<file path="src/rtl/apple2_disk_pkg.sv">
// apple2_disk_pkg: shared Disk II track loader states and geometry constants
package apple2_disk_pkg;
  localparam int TRACK_SECTORS = 13;
  localparam int TRACK_BYTES = 6656;
  localparam int LBA_W = 32;
  typedef enum logic [2:0] {IDLE, WB_REQ, WB_XFER, RD_REQ, RD_XFER, NEXT} load_state_t;
endpackage

</file>
<file path="src/rtl/disk_track_loader.sv">
// disk_track_loader: writes back a dirty track and streams the requested track between SD and track RAM
module disk_track_loader #(
  parameter int TRACK_SECTORS = 13,
  parameter int LBA_BASE = 0
) (
  input  logic                              CLK_14M,
  input  logic                              reset,
  input  logic [5:0]                        track,
  input  logic                              track_we,
  input  logic                              disk_ready,
  input  logic                              wp,
  output logic                              busy,
  output logic [apple2_disk_pkg::LBA_W-1:0] sd_lba,
  output logic                              sd_rd,
  output logic                              sd_wr,
  input  logic                              sd_ack,
  input  logic [8:0]                        sd_buff_addr,
  input  logic [7:0]                        sd_buff_dout,
  input  logic                              sd_buff_wr,
  output logic [7:0]                        sd_buff_din,
  output logic [12:0]                       ram_addr,
  output logic [7:0]                        ram_di,
  output logic                              ram_we,
  input  logic [7:0]                        ram_do
);
  import apple2_disk_pkg::*;
  localparam logic [3:0] LAST = 4'(TRACK_SECTORS - 1);
  load_state_t state;
  logic [5:0] cur_track, tgt_track;
  logic [3:0] sec;
  logic valid, dirty, wb;
  logic need_wb;
  function automatic logic [LBA_W-1:0] lba_of(input logic [5:0] t, input logic [3:0] s);
    return LBA_W'(LBA_BASE) + LBA_W'(t) * LBA_W'(TRACK_SECTORS) + LBA_W'(s);
  endfunction
  assign need_wb = valid & dirty & ~wp;
  assign ram_addr = (state == RD_XFER || state == WB_XFER) ? {sec, sd_buff_addr} : '0;
  assign ram_we = state == RD_XFER && sd_ack && sd_buff_wr;
  assign ram_di = state == RD_XFER ? sd_buff_dout : '0;
  assign sd_buff_din = state == WB_XFER ? ram_do : '0;
  always_ff @(posedge CLK_14M)
    if (reset) begin
      state <= IDLE;
      cur_track <= '0;
      tgt_track <= '0;
      sec <= '0;
      valid <= 1'b0;
      dirty <= 1'b0;
      wb <= 1'b0;
      busy <= 1'b0;
      sd_rd <= 1'b0;
      sd_wr <= 1'b0;
      sd_lba <= '0;
    end else
      case (state)
        IDLE:
          if (!disk_ready) begin
            valid <= 1'b0;
            dirty <= 1'b0;
          end else begin
            if (track_we && valid) dirty <= 1'b1;
            if (!valid || track != cur_track) begin
              tgt_track <= track;
              sec <= '0;
              busy <= 1'b1;
              wb <= need_wb;
              state <= need_wb ? WB_REQ : RD_REQ;
              sd_lba <= lba_of(need_wb ? cur_track : track, 4'd0);
            end
          end
        WB_REQ, RD_REQ:
          if ((sd_rd || sd_wr) && sd_ack) begin
            sd_rd <= 1'b0;
            sd_wr <= 1'b0;
            state <= wb ? WB_XFER : RD_XFER;
          end else begin
            sd_wr <= wb;
            sd_rd <= ~wb;
          end
        WB_XFER, RD_XFER:
          if (!sd_ack) state <= NEXT;
        NEXT:
          // a dropped mount aborts between sectors, never mid-handshake
          if (!disk_ready) begin
            valid <= 1'b0;
            dirty <= 1'b0;
            busy <= 1'b0;
            state <= IDLE;
          end else if (sec < LAST) begin
            sec <= sec + 4'd1;
            state <= wb ? WB_REQ : RD_REQ;
            sd_lba <= lba_of(wb ? cur_track : tgt_track, sec + 4'd1);
          end else if (wb) begin
            wb <= 1'b0;
            sec <= '0;
            dirty <= 1'b0;
            state <= RD_REQ;
            sd_lba <= lba_of(tgt_track, 4'd0);
          end else begin
            cur_track <= tgt_track;
            valid <= 1'b1;
            dirty <= 1'b0;
            busy <= 1'b0;
            state <= IDLE;
          end
        default: state <= IDLE;
      endcase
endmodule
</file>
<file path="config.mk">
export PLATFORM = sky130hd
export DESIGN_NAME = disk_track_loader
export DESIGN_NICKNAME = d
export VERILOG_FILES = /design/src/rtl/apple2_disk_pkg.sv /design/src/rtl/disk_track_loader.sv
export SDC_FILE = /design/constraint.sdc
export NUM_CORES = 1
export LEC_CHECK = 0
export CAP_MARGIN = 20
export CORE_MARGIN = 2
export CORE_UTILIZATION = 54
export CTS_CLUSTER_SIZE = 16
export DETAILED_ROUTE_END_ITERATION = 12
export PLACE_DENSITY_LB_ADDON = 0.12
export SLEW_MARGIN = 10
export SYNTH_ARGS = -nofsm -noshare
export SYNTH_HDL_FRONTEND = slang
export SYNTH_SLANG_ARGS = --single-unit
</file>
<file path="constraint.sdc">
create_clock -name CLK_14M -period 13.09 [get_ports CLK_14M]
set_clock_uncertainty 0.1 [all_clocks]
set_input_delay 3.2725 -clock CLK_14M [delete_from_list [all_inputs] [get_ports CLK_14M]]
set_output_delay 3.2725 -clock CLK_14M [all_outputs]
set_load 0.005 [all_outputs]
</file>
==> reports/qor.csv, run 1 <==
stage,metric,value,unit
clocking,clock sinks,36,
cells_and_area,area grow syn2layout,22.6,%
global_route,largest net degree at the start of global routing,41,
setup_path,"Req. time, crit path",9.72,ns
setup_path,crit-path max FO,7,
placement,post-DP HPWL,7630,um
global_route,initial antenna violation count,0,
setup_path,CP Class,in2out,
cells_and_area,most frequent cells in the layout,"81 x clkdlybuf4s50_1, 61 x ha_1, 38 x inv_1",
synth,"Cell Area, Synth",3920,um2
clocking,register clock-pin slew on the reported worst setup and hold paths,0.08,ns
clocking,H-tree depth,2,
clocking,Num CTS Buffers,5,
clocking,CTS max path bufs,2,
cells_and_area,Antenna Cells,0,
setup_path,Critical Path Sink Type,output pin,
synth,Cells after Synth,485,
clocking,Worst-Skew Late Latency,0.31,ns
timing,period utilization,60.6,%
detailed_routing,routed len/inst,15.1,um
setup_path,crit path DAT,4.56,ns
timing,FMAX,126,MHz
global_route,total track usage,25.2,%
floorplan,row cnt,31,
detailed_routing,number of detailed-route iterations in the first pass,5,
power,Power Total,0.611,mW
timing,RSZ-0062 raised after global routing,false,
detailed_routing,DR iter-0 viols,214,
timing,"Min Clock Period, post-route",7.94,ns
detailed_routing,final wirelength,9860,um
outcome,outcome,finished clean,
timing,final hold viol count,0,
synth,post-synthesis register bit count,36,
placement,global placement routability congestion,0.912,
global_route,first-pass GRT wire length,15800,um
timing,worst slew pin tran,0.841,ns
detailed_routing,Residual DRC,0,
floorplan,area of the die,7960,um2
setup_path,FF-to-FF setup slack,8.93,ns
clocking,Root Driver,clkbuf_8,
global_route,vias in the first global route,3328,
synth,YS warnings,0,
synth,ys flop type,dfxtp_1,
detailed_routing,vias post-DR,3594,
setup_path,CP startpoint kind,input pin,
global_route,Overflow after GRT,0,
synth,Post-synth EDFFs,0,
power,peak supply drop,0.0000569,V
clocking,Post-CTS Hold Fix Bufs,0,
floorplan,Die Height,89.2,um
floorplan,Initial Utilization,54.9,%
floorplan,Core ar.,7140,um2
floorplan,Die W,89.2,um
clocking,TritonCTS clock tree,built,
detailed_routing,vias per std cell,5.51,
power,static leakage,2.28,nW
timing,Setup-failing EPs final,0,
synth,Synth cell types,55,
synth,synthesized area per cell,8.08,um2
cells_and_area,"most common cell after layout, fill and taps aside",clkdlybuf4s50_1,
worst_hold_path,min-delay worst type,reg2reg,
clocking,"Setup Fix Bufs, Post-CTS",0,
run,Max-Cap Viols,0,
synth,"Seq/Total Area, Yosys",18.4,%
detailed_routing,Routed Antenna Nets,0,
cells_and_area,Nets,661,
placement,I/O Buffers,81,
power,power per standard cell area,127,nW/um2
timing,relative slew slack,43.8,%
synth,synth top area cells,"ha_1 19%, dfxtp_1 18%, fa_1 5.1%",
synth,top cell type's share of synthesized area,19.5,%
synth,asr flop ratio synth,0,%
cells_and_area,share of layout cells above drive strength 1,3.98,%
cells_and_area,Fillers,624,
floorplan,# IOs,103,
synth,largest area contributor in the netlist,ha_1,
timing,"Slew Viols, Final",0,
clocking,post-cts resize count,0,
timing,Setup Total Neg Slack,0,ns
logic make-up after synthesis:
family	synth area share, %
xor gates and xnor gates	4.25
and+or+nand+nor	18.0
other	0.0957
DFF	18.4
AOI/OAI and AO/OA	19.4
buffers and inverters	10.0
adders and majority gates	24.6
muxes	5.33
synth_stat cells, types with 5 or more instances:
| library cell | n |
|---|---|
| mux2i_1 | 13 |
| nand3_1 | 9 |
| buf_2 | 5 |
| nand3b_1 | 7 |
| xor2_1 | 9 |
| o211ai_1 | 7 |
| fa_1 | 10 |
| dfxtp_1 | 36 |
| a21o_1 | 7 |
| a22oi_1 | 6 |
| nor3_1 | 6 |
| o21ai_0 | 27 |
| and2_1 | 14 |
| nand2_1 | 30 |
| inv_1 | 38 |
| buf_4 | 22 |
| ha_1 | 61 |
| mux2_2 | 7 |
| a21oi_1 | 28 |
| xnor2_1 | 10 |
| clkbuf_1 | 16 |
| nor2_1 | 36 |
| and3_1 | 17 |
| nor2b_1 | 5 |
| a211oi_1 | 9 |
area by class of cell:
type,count,area (um2),area share (%)
tap,99,124,2.58
multi-input combinational,388,2880,60.0
clock inverter,3,42.5,0.885
inverter,38,143,2.97
clock buffer,5,68.8,1.43
timing repair buffer,83,826,17.2
sequential,36,721,15.0
per-stage QoR:
stage | std cells | setup WS [ns] | hold slack, ns | util, % | instance area (um2)
final | 652 | 5.15 | 0.360 | 67.3 | 4810
after global routing | 652 | 5.09 | 0.378 | 67.3 | 4810
after CTS | 652 | 5.16 | 0.362 | 67.3 | 4810
after detailed placement | 644 | 5.17 | 0.351 | 65.8 | 4690
after global placement | 644 | 5.19 | 0.343 | 65.8 | 4690
after floorplan | 505 | 6.29 | 0.353 | - | 4000
state kept, by name, indices dropped and copies added, names as in the netlist:
signal	flops
wb	1
tgt_track	6
sd_wr	1
sd_lba	11
sd_rd	1
dirty	1
valid	1
sec	4
busy	1
state	3
cur_track	6
worst max-delay path: stages:
cell and delay, ns:
clkdlybuf4s50_1 0.60, and3_1 0.20, clkdlybuf4s50_1 0.50
final timing paths:
path,from,endpoint,depth (start not counted)
setup / recovery,sd_ack,ram_we,3
hold / removal,sd_lba[6]$_SDFFE_PP0P_,sd_lba[6]$_SDFFE_PP0P_,2
hold reg to reg,sd_lba[6]$_SDFFE_PP0P_,sd_lba[6]$_SDFFE_PP0P_,2
setup reg to reg,wb$_SDFFE_PP0P_,sd_lba[9]$_SDFFE_PP0P_,13
report_power, final:
part | total, mW | internal [mW] | switching [mW]
clock network | 0.103 | 0.0564 | 0.0464
registers | 0.158 | 0.128 | 0.0297
logic | 0.350 | 0.170 | 0.180
metal layers:
layer | track usage [%] | vias to the layer above | routed length, um
li1 | - | 1798 | -
met1 | 35.4 | 1693 | 4490
met2 | 41.1 | 93 | 4830
met3 | 3.60 | 10 | 446
met4 | 5.83 | 0 | 99
met5 | 0 | - | 0
Note: power is estimated with default switching activity, not from simulation.
==> inputs of run 2 (changes only) <==
Settings changed: CORE_UTILIZATION 54 to 50.
Clock period 13.09 ns to 7.89 ns, I/O delays scaled along.
==> reports/qor.csv, run 2 (synthesized netlist as in run 1, its figures left out) <==
stage,metric,value,unit,change
outcome,outcome,finished clean,,
detailed_routing,max layer used,met4,,
cells_and_area,share of layout cells above drive strength 1,3.98,%,unchanged
timing,"Slew Viols, Final",0,,unchanged
timing,Setup Total Neg Slack,0,ns,unchanged
cells_and_area,fin util,62.9,%,-4.4 points
cells_and_area,"most common cell after layout, fill and taps aside",clkdlybuf4s50_1,,
clocking,register clock-pin slew on the reported worst setup and hold paths,0.08,ns,about the same
cells_and_area,Reg with most FFs,sd_lba,,
setup_path,Reg-to-Reg Start,wb$_SDFFE_PP0P_,,
clocking,H-tree depth,2,,unchanged
setup_path,crit-path max FO,9,,+2
clocking,Worst-Skew Late Latency,0.30,ns,about the same
setup_path,"Req. time, crit path",7.99,ns,-1.73 ns
timing,Setup-failing EPs final,0,,unchanged
clocking,Root Driver,clkbuf_8,,
detailed_routing,routed len/inst,15.2,um,+0.69%
clocking,Post-CTS Hold Fix Bufs,0,,unchanged
global_route,vias in the first global route,3358,,+0.90%
cells_and_area,Antenna Cells,0,,unchanged
cells_and_area,Nets,661,,unchanged
power,power per standard cell area,211,nW/um2,+66%
clocking,CTS max path bufs,2,,unchanged
setup_path,Critical Path Sink Type,register,,
detailed_routing,DR iter-0 viols,237,,+11%
timing,"Min Clock Period, post-route",5.73,ns,
cells_and_area,most frequent cells in the layout,"81 x clkdlybuf4s50_1, 61 x ha_1, 38 x inv_1",,
floorplan,Die W,92.5,um,+3.7%
timing,worst setup margin,2.16,ns,-2.99 ns
setup_path,CP Class,in2reg,,
worst_hold_path,hold path startpoint,busy$_SDFFE_PP0P_,,
placement,post-place setup slack,1.90,ns,-3.27 ns
setup_path,crit path DAT,5.82,ns,+1.26 ns
timing,final hold viol count,0,,unchanged
detailed_routing,Residual DRC,0,,unchanged
detailed_routing,vias per std cell,5.62,,+2.0%
setup_path,CP startpoint kind,input pin,,
clocking,TritonCTS clock tree,built,,
timing,period utilization,72.6,%,
floorplan,row cnt,32,,+3.2%
detailed_routing,Met2 Routed Length,4680,um,-3.1%
global_route,first-pass GRT wire length,16300,um,+2.8%
setup_path,launch point of the worst path,wp,,
global_route,initial antenna violation count,0,,unchanged
timing,relative slew slack,40.1,%,-3.7 points
global_route,Overflow after GRT,0,,unchanged
cells_and_area,largest registers,"sd_lba (11), cur_track (6), tgt_track (6)",,
floorplan,Core ar.,7650,um2,+7.2%
detailed_routing,number of detailed-route iterations in the first pass,5,,unchanged
clocking,"Setup Fix Bufs, Post-CTS",0,,unchanged
power,peak supply drop,0.0000971,V,+71%
floorplan,# IOs,103,,unchanged
timing,RSZ-0062 raised after global routing,false,,
placement,post-DP HPWL,7600,um,-0.38%
placement,global placement routability congestion,0.842,,-7.6%
global_route,largest net degree at the start of global routing,41,,unchanged
floorplan,area of the die,8560,um2,+7.6%
power,static leakage,2.28,nW,unchanged
floorplan,Initial Utilization,51.3,%,-3.7 points
detailed_routing,metal3 WL,624,um,+40%
floorplan,Die Height,92.5,um,+3.7%
clocking,Num CTS Buffers,5,,unchanged
detailed_routing,Routed Antenna Nets,0,,unchanged
timing,FMAX,175,MHz,
detailed_routing,final wirelength,9970,um,+1.2%
cells_and_area,area grow syn2layout,22.7,%,about the same
setup_path,FF-to-FF setup slack,3.69,ns,-5.24 ns
timing,worst slew pin tran,0.889,ns,+0.0482 ns
detailed_routing,vias post-DR,3684,,+2.5%
cells_and_area,max FFs per register,11,,unchanged
worst_hold_path,min-delay worst type,reg2reg,,
placement,I/O Buffers,81,,unchanged
clocking,post-cts resize count,0,,unchanged
clocking,clock sinks,36,,unchanged
run,Max-Cap Viols,0,,unchanged
global_route,total track usage,23.3,%,-1.9 points
detailed_routing,met1 WL,4610,um,+2.8%
[run 2: stage by stage]
step                cells  cell area, um2  power, mW  hold slack, ns
finish                655            4810       1.02           0.359
global placement      647            4700      0.833           0.342
CTS                   655            4810       1.02           0.361
detailed placement    647            4700      0.845           0.349
global route          655            4810       1.11           0.395
floorplan             505            4000      0.645           0.353
[run 2: worst max-delay path: stages]
cell,delay (ns)
clkdlybuf4s50_1,0.40
nand3b_1,0.48
mux2i_1,0.48
inv_1,0.09
ha_1,0.32
fa_1,0.51
fa_1,0.49
a211oi_1,0.27
o21bai_1,0.11
a21oi_1,0.18
xor2_1,0.16
o22ai_1,0.10
o31a_1,0.28
[run 2: final cells by class]
class	count	area (um2)
clock buffers	5	68.8
clock inverters	3	42.5
fillers	671	2840
inverters	38	143
multi-input cells	388	2880
flip-flops and latches	36	721
well taps	102	128
repair buffers	83	826
[run 2: power breakdown]
group	switching, mW	total [mW]	leakage (nW)	internal [mW]
logic	0.301	0.583	1.93	0.282
registers	0.0506	0.263	0.293	0.213
clock network	0.0766	0.170	0.0541	0.0936
[run 2: final timing paths]
kind	cells after the start	endpoint
worst max register to register	13	sd_lba[9]$_SDFFE_PP0P_
worst max-delay path	13	sd_lba[9]$_SDFFE_PP0P_
worst min-delay path	2	busy$_SDFFE_PP0P_
worst min register to register	2	busy$_SDFFE_PP0P_
[run 2: metal layers]
layer	vias up	global-route usage (%)
met4	0	3.73
met3	4	2.77
met2	137	37.8
met1	1745	33.7
met5	-	0
li1	1798	-
==> inputs of run 3 (changes only) <==
Clock period 7.89 ns to 5.65 ns, I/O delays scaled along.
==> reports/qor.csv, run 3 (synthesized netlist as in run 1, its figures left out) <==
stage,metric,value,unit,change
outcome,outcome,finished clean,,
detailed_routing,Residual DRC,0,,unchanged
placement,post-DP HPWL,7770,um,+2.2%
timing,Setup-failing EPs final,0,,unchanged
cells_and_area,"most common cell after layout, fill and taps aside",clkdlybuf4s50_1,,
power,P_sw,0.588,mW,+37%
setup_path,"Req. time, crit path",5.74,ns,-2.25 ns
detailed_routing,DR iter-0 viols,213,,-10%
clocking,Worst-Skew Late Latency,0.29,ns,about the same
setup_path,crit-path max FO,5,,-4
timing,period utilization,85.6,%,
timing,"Slew Viols, Final",0,,unchanged
cells_and_area,max FFs per register,11,,unchanged
clocking,register clock-pin slew on the reported worst setup and hold paths,0.08,ns,about the same
setup_path,crit path DAT,4.92,ns,-0.90 ns
floorplan,Die Height,92.5,um,unchanged
detailed_routing,routed len/inst,15.0,um,-1.7%
timing,RSZ-0062 raised after global routing,false,,
power,internal cell power,0.778,mW,+32%
global_route,initial antenna violation count,0,,unchanged
placement,global placement routability congestion,0.872,,+3.5%
power,Clock Power Share,13.9,%,-2.8 points
floorplan,# IOs,103,,unchanged
detailed_routing,Routed Antenna Nets,0,,unchanged
clocking,CTS max path bufs,2,,unchanged
clocking,Post-CTS Hold Fix Bufs,0,,unchanged
setup_path,Critical Path Sink Type,register,,
timing,Setup Total Neg Slack,0,ns,unchanged
power,static leakage,2.28,nW,+0.12%
clocking,post-cts resize count,0,,unchanged
clocking,"Setup Fix Bufs, Post-CTS",0,,unchanged
cells_and_area,Fillers,676,,+0.75%
detailed_routing,number of detailed-route iterations in the first pass,4,,-1
cells_and_area,area grow syn2layout,22.5,%,
timing,final hold viol count,0,,unchanged
global_route,total track usage,23.1,%,-0.16 points
global_route,first-pass GRT wire length,16200,um,-0.30%
cells_and_area,Reg with most FFs,sd_lba,,
worst_hold_path,min-delay worst type,reg2reg,,
run,Max-Cap Viols,0,,unchanged
placement,post-place setup slack,0.529,ns,-1.37 ns
clocking,TritonCTS clock tree,built,,
power,sequential share of power,26.9,%,+1.0 points
cells_and_area,share of layout cells above drive strength 1,4.32,%,+0.35 points
placement,DP Area,4710,um2,+0.32%
power,peak supply drop,0.000129,V,+33%
timing,worst setup margin,0.814,ns,-1.35 ns
global_route,largest net degree at the start of global routing,41,,unchanged
setup_path,CP startpoint kind,input pin,,
detailed_routing,vias post-DR,3597,,-2.4%
detailed_routing,vias per std cell,5.47,,-2.7%
timing,"Min Clock Period, post-route",4.84,ns,
floorplan,Core ar.,7650,um2,unchanged
cells_and_area,most frequent cells in the layout,"81 x clkdlybuf4s50_1, 61 x ha_1, 38 x inv_1",,
floorplan,Die W,92.5,um,unchanged
clocking,Num CTS Buffers,5,,unchanged
detailed_routing,final wirelength,9840,um,-1.4%
timing,FMAX,207,MHz,
clocking,clock sinks,36,,unchanged
timing,relative slew slack,42.1,%,+2.0 points
cells_and_area,largest registers,"sd_lba (11), cur_track (6), tgt_track (6)",,
cells_and_area,Finished Cell Area,4800,um2,-0.18%
global_route,Overflow after GRT,0,,unchanged
clocking,H-tree depth,2,,unchanged
power,switch share,43.1,%,+0.97 points
power,power per standard cell area,285,nW/um2,+35%
clocking,Root Driver,clkbuf_8,,
power,Comb power frac,59.3,%,+1.9 points
cells_and_area,Nets,663,,+0.30%
global_route,vias in the first global route,3396,,+1.1%
timing,worst slew pin tran,0.859,ns,-0.0303 ns
floorplan,Initial Utilization,51.3,%,unchanged
cells_and_area,Antenna Cells,0,,unchanged
floorplan,row cnt,32,,unchanged
floorplan,area of the die,8560,um2,unchanged
placement,I/O Buffers,81,,unchanged
setup_path,CP Class,in2reg,,
run 3: worst paths after layout:
check / start / end / slack, ns / depth (start not counted)
min reg2reg: sd_lba[3]$_SDFFE_PP0P_ / sd_lba[3]$_SDFFE_PP0P_ / 0.36 / 2
max reg2reg: wb$_SDFFE_PP0P_ / sd_lba[9]$_SDFFE_PP0P_ / 1.52 / 13
max: wp / sd_lba[9]$_SDFFE_PP0P_ / 0.81 / 12
min: sd_lba[3]$_SDFFE_PP0P_ / sd_lba[3]$_SDFFE_PP0P_ / 0.36 / 2
run 3: critical path, stage by stage:
cell	delay (ns)
clkdlybuf4s50_1	0.46
nand3b_1	0.25
mux2_2	0.39
ha_1	0.29
fa_1	0.52
fa_1	0.49
a211oi_1	0.26
o21bai_1	0.11
a21oi_1	0.18
xor2_1	0.17
o22ai_1	0.10
o31a_1	0.28
run 3: power groups by stage:
stage               registers (mW)  clock network, mW  logic, mW
finish                       0.367              0.189      0.809
global route                 0.378              0.203      0.913
CTS                          0.368              0.193      0.817
detailed placement           0.374                  0      0.809
global placement             0.371                  0      0.797
floorplan                    0.335                  0      0.566
run 3: cell type report:
class	instances	area, um2	area share, %
inverters	38	143	2.97
flip-flops and latches	36	721	15.0
well taps	102	128	2.66
multi-input cells	388	2880	60.0
repair buffers	85	841	17.5
clock inverters	3	18.8	0.391
clock buffers	5	68.8	1.43
run 3: routing by layer:
| metal | GRT usage, % | part of all wire [%] | routed length, um | vias up |
|---|---|---|---|---|
| li1 | - | - | - | 1804 |
| met1 | 32.9 | 47 | 4600 | 1691 |
| met2 | 37.8 | 47 | 4600 | 93 |
| met3 | 2.28 | 5.0 | 494 | 9 |
| met4 | 5.10 | 1.4 | 137 | 0 |
| met5 | 0 | 0 | 0 | - |
run 3: metrics by stage:
step | util (%) | hold WS, ns | total power, mW | std cells
global placement | 61.6 | 0.342 | 1.17 | 649
detailed placement | 61.6 | 0.347 | 1.18 | 649
floorplan | - | 0.353 | 0.901 | 505
CTS | 62.8 | 0.360 | 1.38 | 657
finish | 62.8 | 0.355 | 1.37 | 657
global route | 62.8 | 0.389 | 1.49 | 657
